**config.mk**
```make
export PLATFORM = sky130hd
export DESIGN_NAME = sync_fifo
export DESIGN_NICKNAME = d
export VERILOG_FILES = /design/src/rtl/sync_fifo.sv
export SDC_FILE = /design/constraint.sdc
export NUM_CORES = 1
export LEC_CHECK = 0
export ABC_CLOCK_PERIOD_IN_PS = 4300
export CAP_MARGIN = 20
export CORE_UTILIZATION = 61
export CTS_BUF_LIST = sky130_fd_sc_hd__clkbuf_16
export DETAILED_ROUTE_END_ITERATION = 10
export GPL_ROUTABILITY_DRIVEN = 0
export PLACE_DENSITY = 0.85
export SYNTH_ARGS = -nofsm -noshare
export SYNTH_HDL_FRONTEND = slang
export SYNTH_SLANG_ARGS = --single-unit
```
**constraint.sdc**
```tcl
create_clock -name clk -period 4.3 [get_ports clk]
set_input_delay 0.43 -clock clk [delete_from_list [all_inputs] [get_ports clk]]
set_output_delay 0.43 -clock clk [all_outputs]
set_load 0.03 [all_outputs]
```
**src/rtl/sync_fifo.sv**
```systemverilog
// Single-clock FIFO with registered full/empty/almost flags and drop/underflow pulses.
// Define SYNC_FIFO_STATS_EN to build the saturating drop/underflow counters.
module sync_fifo #(
  parameter int DATA_WIDTH          = 8,
  parameter int ADDR_SIZE           = 4,
  parameter int ALMOST_FULL_THRESH  = (1 << ADDR_SIZE) - 2,
  parameter int ALMOST_EMPTY_THRESH = 1,
  parameter int CNT_WIDTH           = 16
) (
  input  logic                  clk,
  input  logic                  rst_n,
  input  logic                  w_inc,
  input  logic [DATA_WIDTH-1:0] w_data,
  output logic                  w_full,
  output logic                  w_almost_full,
  output logic                  w_dropped,
  input  logic                  r_inc,
  output logic [DATA_WIDTH-1:0] r_data,
  output logic                  r_empty,
  output logic                  r_almost_empty,
  output logic                  r_underflow,
  output logic [ADDR_SIZE:0]    count,
  output logic [CNT_WIDTH-1:0]  drop_cnt,
  output logic [CNT_WIDTH-1:0]  underflow_cnt
);

  localparam int DEPTH = 1 << ADDR_SIZE;
  localparam logic [ADDR_SIZE:0] DEPTH_C = (ADDR_SIZE+1)'(DEPTH);
  localparam logic [ADDR_SIZE:0] AF_C    = (ADDR_SIZE+1)'(ALMOST_FULL_THRESH);
  localparam logic [ADDR_SIZE:0] AE_C    = (ADDR_SIZE+1)'(ALMOST_EMPTY_THRESH);
  localparam logic [ADDR_SIZE:0] ONE_C   = (ADDR_SIZE+1)'(1);

  logic [DATA_WIDTH-1:0] mem [DEPTH];
  logic [ADDR_SIZE:0]    w_ptr, r_ptr, count_next;
  logic                  do_write, do_read;

  assign do_write = w_inc & ~w_full;
  assign do_read  = r_inc & ~r_empty;
  assign r_data   = mem[r_ptr[ADDR_SIZE-1:0]];

  always_comb begin
    count_next = count;
    case ({do_write, do_read})
      2'b10:   count_next = count + ONE_C;
      2'b01:   count_next = count - ONE_C;
      default: count_next = count;
    endcase
  end

  // Storage carries no reset; contents are don't-care while empty.
  always_ff @(posedge clk) begin
    if (do_write) mem[w_ptr[ADDR_SIZE-1:0]] <= w_data;
  end

  always_ff @(posedge clk or negedge rst_n) begin
    if (!rst_n) begin
      w_ptr          <= '0;
      r_ptr          <= '0;
      count          <= '0;
      w_full         <= 1'b0;
      w_almost_full  <= 1'b0;
      w_dropped      <= 1'b0;
      r_empty        <= 1'b1;
      r_almost_empty <= 1'b1;
      r_underflow    <= 1'b0;
    end else begin
      if (do_write) w_ptr <= w_ptr + ONE_C;
      if (do_read)  r_ptr <= r_ptr + ONE_C;
      count          <= count_next;
      w_full         <= (count_next == DEPTH_C);
      r_empty        <= (count_next == '0);
      w_almost_full  <= (count_next >= AF_C);
      r_almost_empty <= (count_next <= AE_C);
      w_dropped      <= w_inc & w_full;
      r_underflow    <= r_inc & r_empty;
    end
  end

`ifdef SYNC_FIFO_STATS_EN
  localparam logic [CNT_WIDTH-1:0] CNT_ONE = CNT_WIDTH'(1);
  // Counters step on the same edge that raises the matching pulse.
  always_ff @(posedge clk or negedge rst_n) begin
    if (!rst_n) begin
      drop_cnt      <= '0;
      underflow_cnt <= '0;
    end else begin
      if (w_inc && w_full && (drop_cnt != '1))       drop_cnt      <= drop_cnt + CNT_ONE;
      if (r_inc && r_empty && (underflow_cnt != '1)) underflow_cnt <= underflow_cnt + CNT_ONE;
    end
  end
`else
  assign drop_cnt      = '0;
  assign underflow_cnt = '0;
`endif

endmodule

```
Yosys cells after proc, flatten, opt, wreduce, memory -nomap -nowiden --
Memories as Yosys holds them, arrays and structs flattened. Cells that the tools add are included.
Word-level totals: register bits 21, memory bits (writable) 128, input port bits 12, output and inout bits 51, word-level logic and storage cells 29, memories 1
Memory list:
- mem | depth 16, width 8, rd ports 1, clocked after memory_dff 0, wr ports 1, RTL line 33 | logic [DATA_WIDTH-1:0] mem [DEPTH];
Operators by class: $add $sub $neg 4, order comparisons 2, eq/ne operators 3, multiplexer cells 3, bitwise operators 6, reduce and logical (&&, ||, !) cells 1
Operators by type and width (number):
- $add 5x1->5 const B | 3
- $pmux 5 s2 | 1
- $eq 5x5->1 const B | 1
- $ge 5x4->1 const B | 1
- $le 5x1->1 const B | 1
- $logic_not 5->1 | 1
- $sub 5x1->5 const B | 1
- $and 1x1->1 | 4
- $eq 2x1->1 const B | 1
- $eq 2x2->1 const B | 1
- $mux 1 | 2
- $not 1->1 | 2

Logic depth before layout (Yosys ltp) --
depth in word-level cells 5, mapped depth 12, mapped depth without buffers 10

Least setup slack after synthesis --
Ideal clock, no wire load.
kind reg-to-reg, start point register w_full, end point register r_empty, setup time 0.097 ns, arrival time 2.658 ns, data required time 4.203 ns, setup slack 1.545 ns, cell stages (with the launch flop) 13, path buffers 2, period minus slack after synthesis 2.755 ns, path through dfrtp_1 > nor2b_1 > clkbuf_1 > inv_1 > ha_1 > buf_4 > xor2_1 > ha_1 > o211a_1 > o31ai_2 > a31oi_2 > xor2_2 > nor4_1
Between the ends: cells in the longest elaborated chain, start to end 5, elaborated cells between the ends (all ways) 6, those cells by class 2 x eq/ne; 1 x mux; 2 x bitwise; 1 x reduce/logical
RTL lines:
- start, declared | RTL line 14 | output logic w_full,
- start signal, assigned | RTL line 70 | w_full <= (count_next == DEPTH_C);
- $not 1->1 (*) | RTL line 37 | assign do_write = w_inc & ~w_full;
- $and 1x1->1 (*) | RTL line 37
- $eq 2x1->1 or $eq 2x2->1 (tied branches) | RTL line 43 | case ({do_write, do_read})
- $pmux 5 s2 (*) | RTL line 43
- net count_next[4] | RTL line 34 | logic [ADDR_SIZE:0] w_ptr, r_ptr, count_next;
- $logic_not 5->1 (*) | RTL line 71 | r_empty <= (count_next == '0);
- end signal, assigned | RTL line 71
- end, declared | RTL line 19 | output logic r_empty,
The timed path passes the listed nets; every way through them passes the cells marked *. A chain may end at the register's enable or synchronous reset.

Final worst setup path --
start point register r_ptr[0], end point output r_data[1]
Between the ends: cells in the longest elaborated chain, start to end 1
RTL lines:
- start, declared | RTL line 34
- start signal, assigned | RTL line 68 | if (do_read) r_ptr <= r_ptr + ONE_C;
- $mem_v2 16x8
- end, declared | RTL line 18 | output logic [DATA_WIDTH-1:0] r_data,
Every way passes these cells.

==> results.py <==
metrics = {
    "setup_path": {
        "setup.worst_path.end_class": "output pin",
        "crit_fanout": 51,
        "r2r_start": "w_full",
        "worstSetupStartpointType": "flop",
        "cp_data_required_time_ns": 3.87,
        "reg2reg_slack_ns": 1.22,
        "crit_arrival_ns": 2.79,
        "startpoint": "r_ptr[0]",
        "crit_type": "reg2out",
        "r2r-end": "r_empty",
        "crit_end": "r_data[1]",
        "worst_r2r_path_depth": 10,
    },
    "power_and_ir_drop": {
        "p_leak_nw": 2.54,
        "ir_drop_mv": 0.650,
        "power.density_nw_per_um2": 738,
    },
    "floorplanning": {
        "die_height_um": 103,
        "num_rows": 36,
        "core_area_um2": 9860,
        "die-area_um2": 10700,
        "die_w_um": 103,
        "floorplan.initialDensity_pct": 63.4,
        "ios": 63,
    },
    "sta": {
        "fmax_mhz": 311,
        "hold-worst-slack_ns": 0.489,
        "setup_viol": 0,
        "drv_slew": 0,
        "rsz0062_at_grt": "no",
        "final.setup_skew_ns": 0.00501,
        "finalCritPeriodShare_pct": 74.9,
        "setup_ws_ns": 1.08,
        "tns_ns": 0,
        "period_minus_slack_ns": 3.22,
        "hold_viol_final": 0,
        "slew_headroom_pct": 44.6,
        "tightest_slew_ns": 0.828,
    },
    "detailed_routing": {
        "drtIter0Drc": 210,
        "final_antenna_net_count": 0,
        "wl_um": 11400,
        "routed_via_density": 5.90,
        "wire_per_inst_um": 20.5,
        "drc": 0,
        "drt_pass1_iterations": 4,
        "route.vias.total": 3274,
    },
    "clocking": {
        "htreeDepth": 4,
        "holdBufCountCts": 0,
        "ctsResizeCount": 0,
        "cts_tree": "done",
        "cts_buffer_depth": 2,
        "clockRootBuffer": "clkbuf_16",
        "cts_setup_buffers": 0,
        "cts_made_buffers": 17,
        "clock_sinks": 147,
        "path_clk_slew_ns": 0.06,
        "clkLatencyLatePin_ns": 0.42,
    },
    "run": {
        "drv_cap": 0,
    },
    "yosys": {
        "synth.top_cell.area_share_pct": 61.5,
        "synth_edf_count": 128,
        "ys_warn_count": 0,
        "synth_commonest_cells": "128 x edfxtp_1, 37 x buf_4, 24 x mux2i_1",
        "synth.most_common_cell": "edfxtp_1",
        "yosysTopAreaCell": "edfxtp_1",
        "ys.flop_type": "edfxtp_1",
        "syn_avg_cell_area_um2": 16.7,
        "synth_cell_types": 42,
        "yosys-top-cells-area": "edfxtp_1 61%, dfrtp_1 6.8%, mux4_2 5.8%",
        "async_flop_share_pct": 12.9,
        "postSynthCellCount": 375,
        "synth.yosys.seq_area_share_pct": 69.1,
        "netlist_area_um2": 6250,
        "synth_seq_cells": 147,
    },
    "global_routing": {
        "grt_pass1_vias": 3342,
        "grt_usage_pct": 24.1,
        "grt_antenna_before_repair": 0,
        "grt_start_max_net_pins": 52,
        "grt_pass1_wl_um": 17700,
        "overflow": 0,
    },
    "cells_and_area": {
        "layout.nets": 430,
        "drive_gt1_share_pct": 14.7,
        "antenna_cells": 0,
        "area_growth_pct": 14.0,
        "utilization_pct": 72.3,
    },
    "place": {
        "dp_hpwl_um": 7240,
        "dp_slack_ns": 0.789,
        "placement.io_buffers": 30,
    },
    "status": {
        "status": "complete, no violations",
    },
    "min_path": {
        "min_path_type": "in2async",
    },
}
## sequential cells by signal (all words and copies together) (netlist names), 4 cells and up
name   cells
r_ptr      4
w_ptr      4
mem      128
count      5
## worst min-delay path by stage
| stage | slack, ns | to |
|---|---|---|
| finish | 0.49 | count[3] |
| global placement | 0.52 | w_ptr[3] |
| global route | 0.56 | r_underflow |
| CTS | 0.51 | count[3] |
| floorplan | 0.13 | count[0] |
| detailed placement | 0.53 | w_ptr[3] |
## report_power, final
| group | switching (mW) | internal, mW | leakage (nW) |
|---|---|---|---|
| clock | 0.589 | 0.859 | 0.281 |
| combinational | 1.11 | 0.766 | 0.881 |
| sequential | 0.163 | 1.77 | 1.38 |
| total | 1.87 | 3.39 | 2.54 |
## critical path: stages (launching register included)
cell	delay, ns
dfrtp_2	0.37
buf_12	0.31
mux2_2	0.38
o21ai_0	0.20
a21oi_1	0.12
a22oi_1	0.21
nand2_1	0.11
clkdlybuf4s50_1	0.61
## placed cells by master (no fill, tap or decap), types with 4 or more instances in the layout
cell type,synthesis,routed
mux2i_1,24,24
a21oi_1,9,9
a221oi_1,8,8
edfxtp_1,128,128
mux4_2,16,16
ha_1,9,9
mux2_2,4,4
mux2_1,7,7
conb_1,1,32
o21ai_1,7,7
a22oi_1,8,8
o21ai_0,12,12
clkbuf_16,0,17
xnor2_1,6,6
inv_1,4,5
and2_1,19,19
clkdlybuf4s50_1,0,30
dfrtp_1,17,16
xor2_1,5,5
nand2_1,14,14
## metrics by stage
step | power [mW] | cell area [um2] | std cells
after floorplan | 3.25 | 6370 | 406
after global placement | 3.74 | 6540 | 523
after detailed placement | 3.81 | 6540 | 523
after CTS | 5.26 | 7130 | 555
after global routing | 5.47 | 7130 | 555
final | 5.26 | 7130 | 555
## layer usage
| layer | wire, um | vias up | track usage, % | part of all wire (%) |
|---|---|---|---|---|
| met2 | 5680 | 186 | 37.8 | 50 |
| li1 | - | 1448 | - | - |
| met1 | 4750 | 1613 | 31.7 | 42 |
| met4 | 255 | 0 | 10.3 | 2.2 |
| met5 | 0 | - | 0 | 0 |
| met3 | 700 | 27 | 7.26 | 6.1 |
## layout make-up
type	instances	area (um2)
Clock buffer	17	425
Clock inverter	15	159
Fill cell	575	2740
Inverter	4	15.0
Multi-Input combinational cell	206	1700
Sequential cell	147	4320
Tap cell	133	166
Timing Repair Buffer	33	335
## cells by family (layout without fill, tap and decap cells)
logic type	Yosys count	after routing	synth area share [%]
and+or+nand+nor	52	52	4.84
AOI/OAI and AO/OA	50	50	5.30
adders and majority gates	9	9	1.80
muxes	51	51	11.6
buffers and inverters	53	69	5.48
xor gates and xnor gates	12	12	1.80
other	1	32	0.0600
DFF	147	147	69.1
Power figures use the tool's default switching activity.
